$ cat src/rtl/teclado_codigo_pkg.sv
// Shared parking-system definitions: keypad codes, FSM encodings and counter width.
package teclado_codigo_pkg;

  localparam int CNT_W = 16;

  localparam logic [3:0] TECLA_BORRAR    = 4'hA;
  localparam logic [3:0] TECLA_CONFIRMAR = 4'hB;

  typedef enum logic [2:0] {
    IDLE      = 3'd0,
    DIGIT1    = 3'd1,
    READY     = 3'd2,
    SEND      = 3'd3,
    WAIT_RESP = 3'd4,
    LOCKED    = 3'd5
  } estado_t;

  function automatic logic es_digito(input logic [3:0] k);
    return k <= 4'd9;
  endfunction

endpackage

$ cat src/rtl/teclado_codigo_contador_timeout.sv
// Saturating 16-bit up-counter; tc flags the cycle that completes LIMIT counted cycles.
module contador_timeout
  import teclado_codigo_pkg::*;
#(
  parameter int LIMIT = 1000
) (
  input  logic clock,
  input  logic reset,
  input  logic clear,
  input  logic enable,
  output logic tc
);

  localparam logic [CNT_W:0] LIM = LIMIT[CNT_W:0];

  logic [CNT_W-1:0] count;

  always_ff @(posedge clock or negedge reset) begin
    if (!reset) begin
      count <= '0;
    end else if (clear) begin
      count <= '0;
    end else if (enable && (count != '1)) begin
      count <= count + 1'b1;
    end
  end

  // Compare count+1 so the current cycle is included and LIMIT=0 cannot underflow.
  assign tc = ({1'b0, count} + 1'b1) >= LIM;

endmodule

$ cat src/rtl/teclado_codigo.sv
// Two-digit keypad entry: collects a BCD code, hands it to the gate controller and
// waits for its verdict, with inactivity/response timeouts and a lock override.
//
// state     | meaning
// IDLE      | no digits held
// DIGIT1    | first digit held
// READY     | two digits held, waiting for confirmar
// SEND      | one-cycle sEnter strobe
// WAIT_RESP | waiting for sAbrir/sAlmInc or response timeout
// LOCKED    | controller blocked, keys ignored
module teclado_codigo
  import teclado_codigo_pkg::*;
#(
  parameter int TIMEOUT = 1000,
  parameter int RESP_TO = 64
) (
  input  logic       clock,
  input  logic       reset,
  input  logic       tecla_valida,
  input  logic [3:0] tecla,
  input  logic       sAbrir,
  input  logic       sAlmInc,
  input  logic       sBloq,
  output logic [7:0] sCode,
  output logic       sEnter,
  output logic [1:0] nDigitos,
  output logic       ocupado,
  output logic       bloqueado
);

  estado_t state, next_state;

  logic key_digit, key_borrar, key_conf;
  logic inact_tc, resp_tc, cnt_clr;
  logic [7:0] code_nxt;
  logic [1:0] ndig_nxt;

  assign key_digit  = tecla_valida && es_digito(tecla);
  assign key_borrar = tecla_valida && (tecla == TECLA_BORRAR);
  assign key_conf   = tecla_valida && (tecla == TECLA_CONFIRMAR);

  // Every accepted key changes state, so one clear covers both counters.
  assign cnt_clr = (next_state != state);

  contador_timeout #(.LIMIT(TIMEOUT)) u_inact (
    .clock  (clock),
    .reset  (reset),
    .clear  (cnt_clr),
    .enable ((state == DIGIT1) || (state == READY)),
    .tc     (inact_tc)
  );

  contador_timeout #(.LIMIT(RESP_TO)) u_resp (
    .clock  (clock),
    .reset  (reset),
    .clear  (cnt_clr),
    .enable (state == WAIT_RESP),
    .tc     (resp_tc)
  );

  always_ff @(posedge clock or negedge reset) begin
    if (!reset) begin
      state     <= IDLE;
      sCode     <= 8'h00;
      sEnter    <= 1'b0;
      nDigitos  <= 2'd0;
      ocupado   <= 1'b0;
      bloqueado <= 1'b0;
    end else begin
      state     <= next_state;
      sCode     <= code_nxt;
      sEnter    <= (next_state == SEND);
      nDigitos  <= ndig_nxt;
      ocupado   <= (next_state != IDLE);
      bloqueado <= (next_state == LOCKED);
    end
  end

  always_comb begin
    next_state = state;
    if (sBloq) begin
      next_state = LOCKED;
    end else begin
      case (state)
        IDLE:      if (key_digit) next_state = DIGIT1;
        DIGIT1: begin
          if (key_digit)       next_state = READY;
          else if (key_borrar) next_state = IDLE;
          else if (inact_tc)   next_state = IDLE;
        end
        READY: begin
          if (key_conf)        next_state = SEND;
          else if (key_borrar) next_state = IDLE;
          else if (inact_tc)   next_state = IDLE;
        end
        SEND:      next_state = WAIT_RESP;
        WAIT_RESP: if (sAbrir || sAlmInc || resp_tc) next_state = IDLE;
        LOCKED:    next_state = IDLE;
        default:   next_state = IDLE;
      endcase
    end
  end

  always_comb begin
    code_nxt = sCode;
    ndig_nxt = 2'd0;
    case (next_state)
      IDLE, LOCKED: code_nxt = 8'h00;
      DIGIT1: begin
        ndig_nxt = 2'd1;
        if (state == IDLE) code_nxt = {4'h0, tecla};
      end
      READY: begin
        ndig_nxt = 2'd2;
        if (state == DIGIT1) code_nxt = {sCode[3:0], tecla};
      end
      SEND, WAIT_RESP: ndig_nxt = 2'd2;
      default: code_nxt = 8'h00;
    endcase
  end

endmodule
$ cat config.mk
export PLATFORM = sky130hd
export DESIGN_NAME = teclado_codigo
export DESIGN_NICKNAME = d
export VERILOG_FILES = /design/src/rtl/teclado_codigo_pkg.sv /design/src/rtl/teclado_codigo_contador_timeout.sv /design/src/rtl/teclado_codigo.sv
export SDC_FILE = /design/constraint.sdc
export NUM_CORES = 1
export LEC_CHECK = 0
export BUFFER_PORTS_ARGS = -buffer_cell sky130_fd_sc_hd__buf_2
export CAP_MARGIN = 25
export CORE_MARGIN = 2
export CORE_UTILIZATION = 30
export CTS_BUF_LIST = sky130_fd_sc_hd__clkbuf_16
export DETAILED_ROUTE_END_ITERATION = 8
export GPL_TIMING_DRIVEN = 0
export SLEW_MARGIN = 20
export SYNTH_ARGS = -nofsm -noshare
export SYNTH_HDL_FRONTEND = slang
export SYNTH_HIERARCHICAL = 1
export SYNTH_SLANG_ARGS = --single-unit
$ cat constraint.sdc
create_clock -name clock -period 3.9 [get_ports clock]
set_input_delay 0.39 -clock clock [delete_from_list [all_inputs] [get_ports clock]]
set_output_delay 0.39 -clock clock [all_outputs]
set_load 0.02 [all_outputs]
==> flow_metrics.py <==
metrics = {
    "floorplan": {
        "floorplan.core_area_sq_um": 9820,
        "die_height_um": 105,
        "ios": 23,
        "row_count": 36,
        "chipWidth_um": 105,
        "floorplan.die_area_sq_um": 11000,
        "initial_standard_cell_utilization_of_the_core_pct": 31.0,
    },
    "worst_setup_path": {
        "crit_type": "reg2reg",
        "worstSetupStartpointType": "flip-flop",
        "critPathArrivalTime_ns": 3.85,
        "cp_endpoint_kind": "flip-flop",
        "timing.critical_path.fanout_max": 10,
        "wp_data_required_ns": 4.12,
    },
    "synth": {
        "post_synth.cell_area_avg_sq_um": 9.07,
        "synth.yosys.seq_area_share_pct": 39.4,
        "synth_seq_cells": 48,
        "asyncSetResetFlopFracSynth_pct": 100,
        "synth.net_count": 348,
        "synth_ff_type": "sky130_fd_sc_hd__dfrtp_1",
        "count_of_warnings_emitted_by_yosys": 6,
        "synth_enable_flop_cells": 0,
        "yosysUniqueCellTypes": 60,
        "syn_inst": 336,
        "synth_area_sq_um": 3050,
    },
    "layout": {
        "flow.area_growth_from_synthesis_pct": 18.2,
        "drive_above_1_share_pct": 18.4,
        "nFillCells": 1032,
        "register_area_sq_um": 1200,
        "layout_common_cells": "48 x sky130_fd_sc_hd__dfrtp_1, 41 x sky130_fd_sc_hd__nor2_1, 27 x sky130_fd_sc_hd__buf_2",
        "layout.nets": 380,
        "multi_input_comb_area_sq_um": 1760,
        "diodes": 0,
        "layout_commonest_cell": "sky130_fd_sc_hd__dfrtp_1",
    },
    "cts": {
        "cts_max_path_buffers": 2,
        "cts.htree.levels": 2,
        "insertion_delay_ns": 0.29,
        "cts.sink_count": 48,
        "cts_tree": "done",
        "library_cell_used_as_clock_root_buffer": "sky130_fd_sc_hd__clkbuf_16",
        "clk_pin_slew_ns": 0.07,
        "tritoncts.num_buffers": 5,
    },
    "timing": {
        "fin_crit_ns": 3.63,
        "tns_ns": 0,
        "final_setup_viols": 0,
        "finalCritPeriodShare_pct": 93.1,
        "fin_skew_ns": 0.00869,
        "worstMarginPinSlew_ns": 0.906,
        "finalHoldViolations": 0,
        "clock.fmax_mhz": 276,
        "final_ws_setup_ns": 0.271,
        "final_max_slew_viol_count": 0,
        "rel_slew_slack_pct": 39.1,
    },
    "drt": {
        "routed_wirelength_mm": 7.05,
        "drt_first_pass_iters": 4,
        "vias": 2616,
        "drt_drc_violations_left": 0,
        "via_count_normalized_by_instance_count": 5.21,
        "initialDrtViolationCount": 171,
        "detail-route-antenna-nets": 0,
        "post_drt_wl_per_cell_um": 14.0,
    },
    "power": {
        "power_density_nw_per_um2": 319,
        "vdd_drop_max_uv": 149,
        "p_total_w": 0.00115,
        "power_leakage_nw": 1.52,
    },
    "global_route": {
        "wire_length_of_the_first_global_routing_pass_mm": 12.0,
        "antenna_violations_before_repair": 0,
        "gr-usage-all-layers_pct": 13.2,
        "grt_max_degree": 49,
        "first_global_vias": 2471,
        "globalRoute.totalOverflow": 0,
    },
    "placed_design": {
        "placement.io_buffers": 21,
        "finalWeightedCongestion": 0.781,
        "dp_hpwl_mm": 4.68,
        "dpl_worst_slack_ns": -0.556,
    },
    "min_path": {
        "hold_path_class": "in2async",
    },
    "run_status": {
        "status": "completed",
    },
    "flow_run": {
        "max_cap_viol": 0,
    },
}
-- area by class of cell --
type,count,area share (%)
Buffer,20,3.19
Clock buffer,5,3.47
Clock inverter,3,1.32
Inverter,14,1.46
Multi-Input combinational cell,254,48.8
Sequential cell,48,33.3
Tap cell,133,4.62
Timing Repair Buffer,25,3.82
-- cell usage after synthesis (2+ instances only) --
library cell / count / area [sq um]
sky130_fd_sc_hd__a211o_1: 7 / 61.3
sky130_fd_sc_hd__a211oi_1: 4 / 30.0
sky130_fd_sc_hd__a21oi_1: 12 / 60.1
sky130_fd_sc_hd__a221o_1: 5 / 50.1
sky130_fd_sc_hd__a22oi_1: 4 / 30.0
sky130_fd_sc_hd__and2_1: 2 / 12.5
sky130_fd_sc_hd__and3_1: 7 / 43.8
sky130_fd_sc_hd__and4_1: 4 / 35.0
sky130_fd_sc_hd__and4b_1: 2 / 20.0
sky130_fd_sc_hd__buf_1: 2 / 7.51
sky130_fd_sc_hd__buf_2: 5 / 25.0
sky130_fd_sc_hd__buf_6: 3 / 33.8
sky130_fd_sc_hd__clkbuf_1: 9 / 33.8
sky130_fd_sc_hd__dfrtp_1: 48 / 1200
sky130_fd_sc_hd__ha_1: 2 / 25.0
sky130_fd_sc_hd__inv_1: 14 / 52.6
sky130_fd_sc_hd__mux2_2: 2 / 22.5
sky130_fd_sc_hd__mux2i_1: 5 / 50.1
sky130_fd_sc_hd__nand2_1: 19 / 71.3
sky130_fd_sc_hd__nand2b_1: 8 / 50.1
sky130_fd_sc_hd__nand3_1: 21 / 105
sky130_fd_sc_hd__nand4_1: 10 / 62.6
sky130_fd_sc_hd__nand4b_1: 2 / 17.5
sky130_fd_sc_hd__nor2_1: 41 / 154
sky130_fd_sc_hd__nor3_1: 9 / 45.0
sky130_fd_sc_hd__nor3b_1: 2 / 15.0
sky130_fd_sc_hd__nor4_1: 4 / 25.0
sky130_fd_sc_hd__o2111ai_1: 4 / 35.0
sky130_fd_sc_hd__o211ai_1: 11 / 82.6
sky130_fd_sc_hd__o21ai_0: 6 / 30.0
sky130_fd_sc_hd__o21ai_4: 2 / 32.5
sky130_fd_sc_hd__o31ai_1: 2 / 15.0
sky130_fd_sc_hd__or3_1: 3 / 18.8
sky130_fd_sc_hd__or3_2: 2 / 15.0
sky130_fd_sc_hd__or4_1: 3 / 22.5
sky130_fd_sc_hd__xnor2_1: 6 / 52.6
sky130_fd_sc_hd__xor2_1: 21 / 184
-- metrics by stage --
step                hold slack (ns)  utilization [%]  instance area, sq um  instances
CTS                           0.145             35.9                  3530        498
detailed placement            0.461             33.8                  3320        490
global route                  0.170             36.7                  3600        502
global placement              0.516             33.8                  3320        490
finish                        0.102             36.7                  3600        502
floorplan                    0.0944                -                  3050        336
-- timing repair --
action / CTS / global route
gates resized for setup: 8 / 9
endpoints found under the setup margin: 32 / 32
hold buffers: 0 / 0
setup buffers: 0 / 4
pin swaps: 0 / 3
-- final timing paths --
check,cells after the start,slack [ns],start,end
worst max-delay path,14,0.27,u_resp/count[0],u_resp/count[1]
worst min-delay path,1,0.10,reset,sCode[6]
worst max register to register,14,0.27,u_resp/count[0],u_resp/count[1]
worst min register to register,1,0.54,sCode[4],sCode[4]
max in group asynchronous,1,3.37,reset,u_inact/count[15]
min in group clock,3,0.39,tecla[2],sCode[2]
-- state kept, by name (all words and copies together), names as in the netlist --
signal and cells:
u_inact/count 16, u_resp/count 16, sEnter 1, sCode 8, bloqueado 1, ocupado 1
nDigitos 2, state 3
-- cell families after synthesis --
group	after synthesis	share of synthesized area (%)
AOI/OAI and AO/OA	67	17.1
xor gates and xnor gates	27	7.76
adders and majority gates	2	0.821
buffers and inverters	34	5.25
DFF	48	39.4
muxes	7	2.38
and+or+nand+nor	151	27.3
-- layer usage --
metal	vias to the layer above	track usage, %	share of wire (%)
li1	1306	-	-
met1	1274	18.2	48
met2	32	20.7	48
met3	4	2.81	2.8
met4	0	3.52	0.82
met5	-	0	0
-- critical path: stages (launching register included) --
cell                      delay [ns]
sky130_fd_sc_hd__dfrtp_1        0.41
sky130_fd_sc_hd__ha_1           0.24
sky130_fd_sc_hd__and3_1         0.25
sky130_fd_sc_hd__and3_1         0.23
sky130_fd_sc_hd__or4_2          0.55
sky130_fd_sc_hd__a21oi_1        0.20
sky130_fd_sc_hd__nand4_1        0.15
sky130_fd_sc_hd__nor4_2         0.38
sky130_fd_sc_hd__nor3_1         0.08
sky130_fd_sc_hd__a211o_1        0.26
sky130_fd_sc_hd__nor3b_1        0.20
sky130_fd_sc_hd__a22oi_1        0.10
sky130_fd_sc_hd__buf_2          0.18
sky130_fd_sc_hd__buf_2          0.21
sky130_fd_sc_hd__nor2_1         0.13
-- power by group --
| group | internal [W] | switching [W] |
|---|---|---|
| registers | 0.000508 | 0.00000782 |
| logic | 0.0000405 | 0.0000873 |
| clock network | 0.000305 | 0.000199 |
No activity file was read; power rests on OpenSTA's default activity.
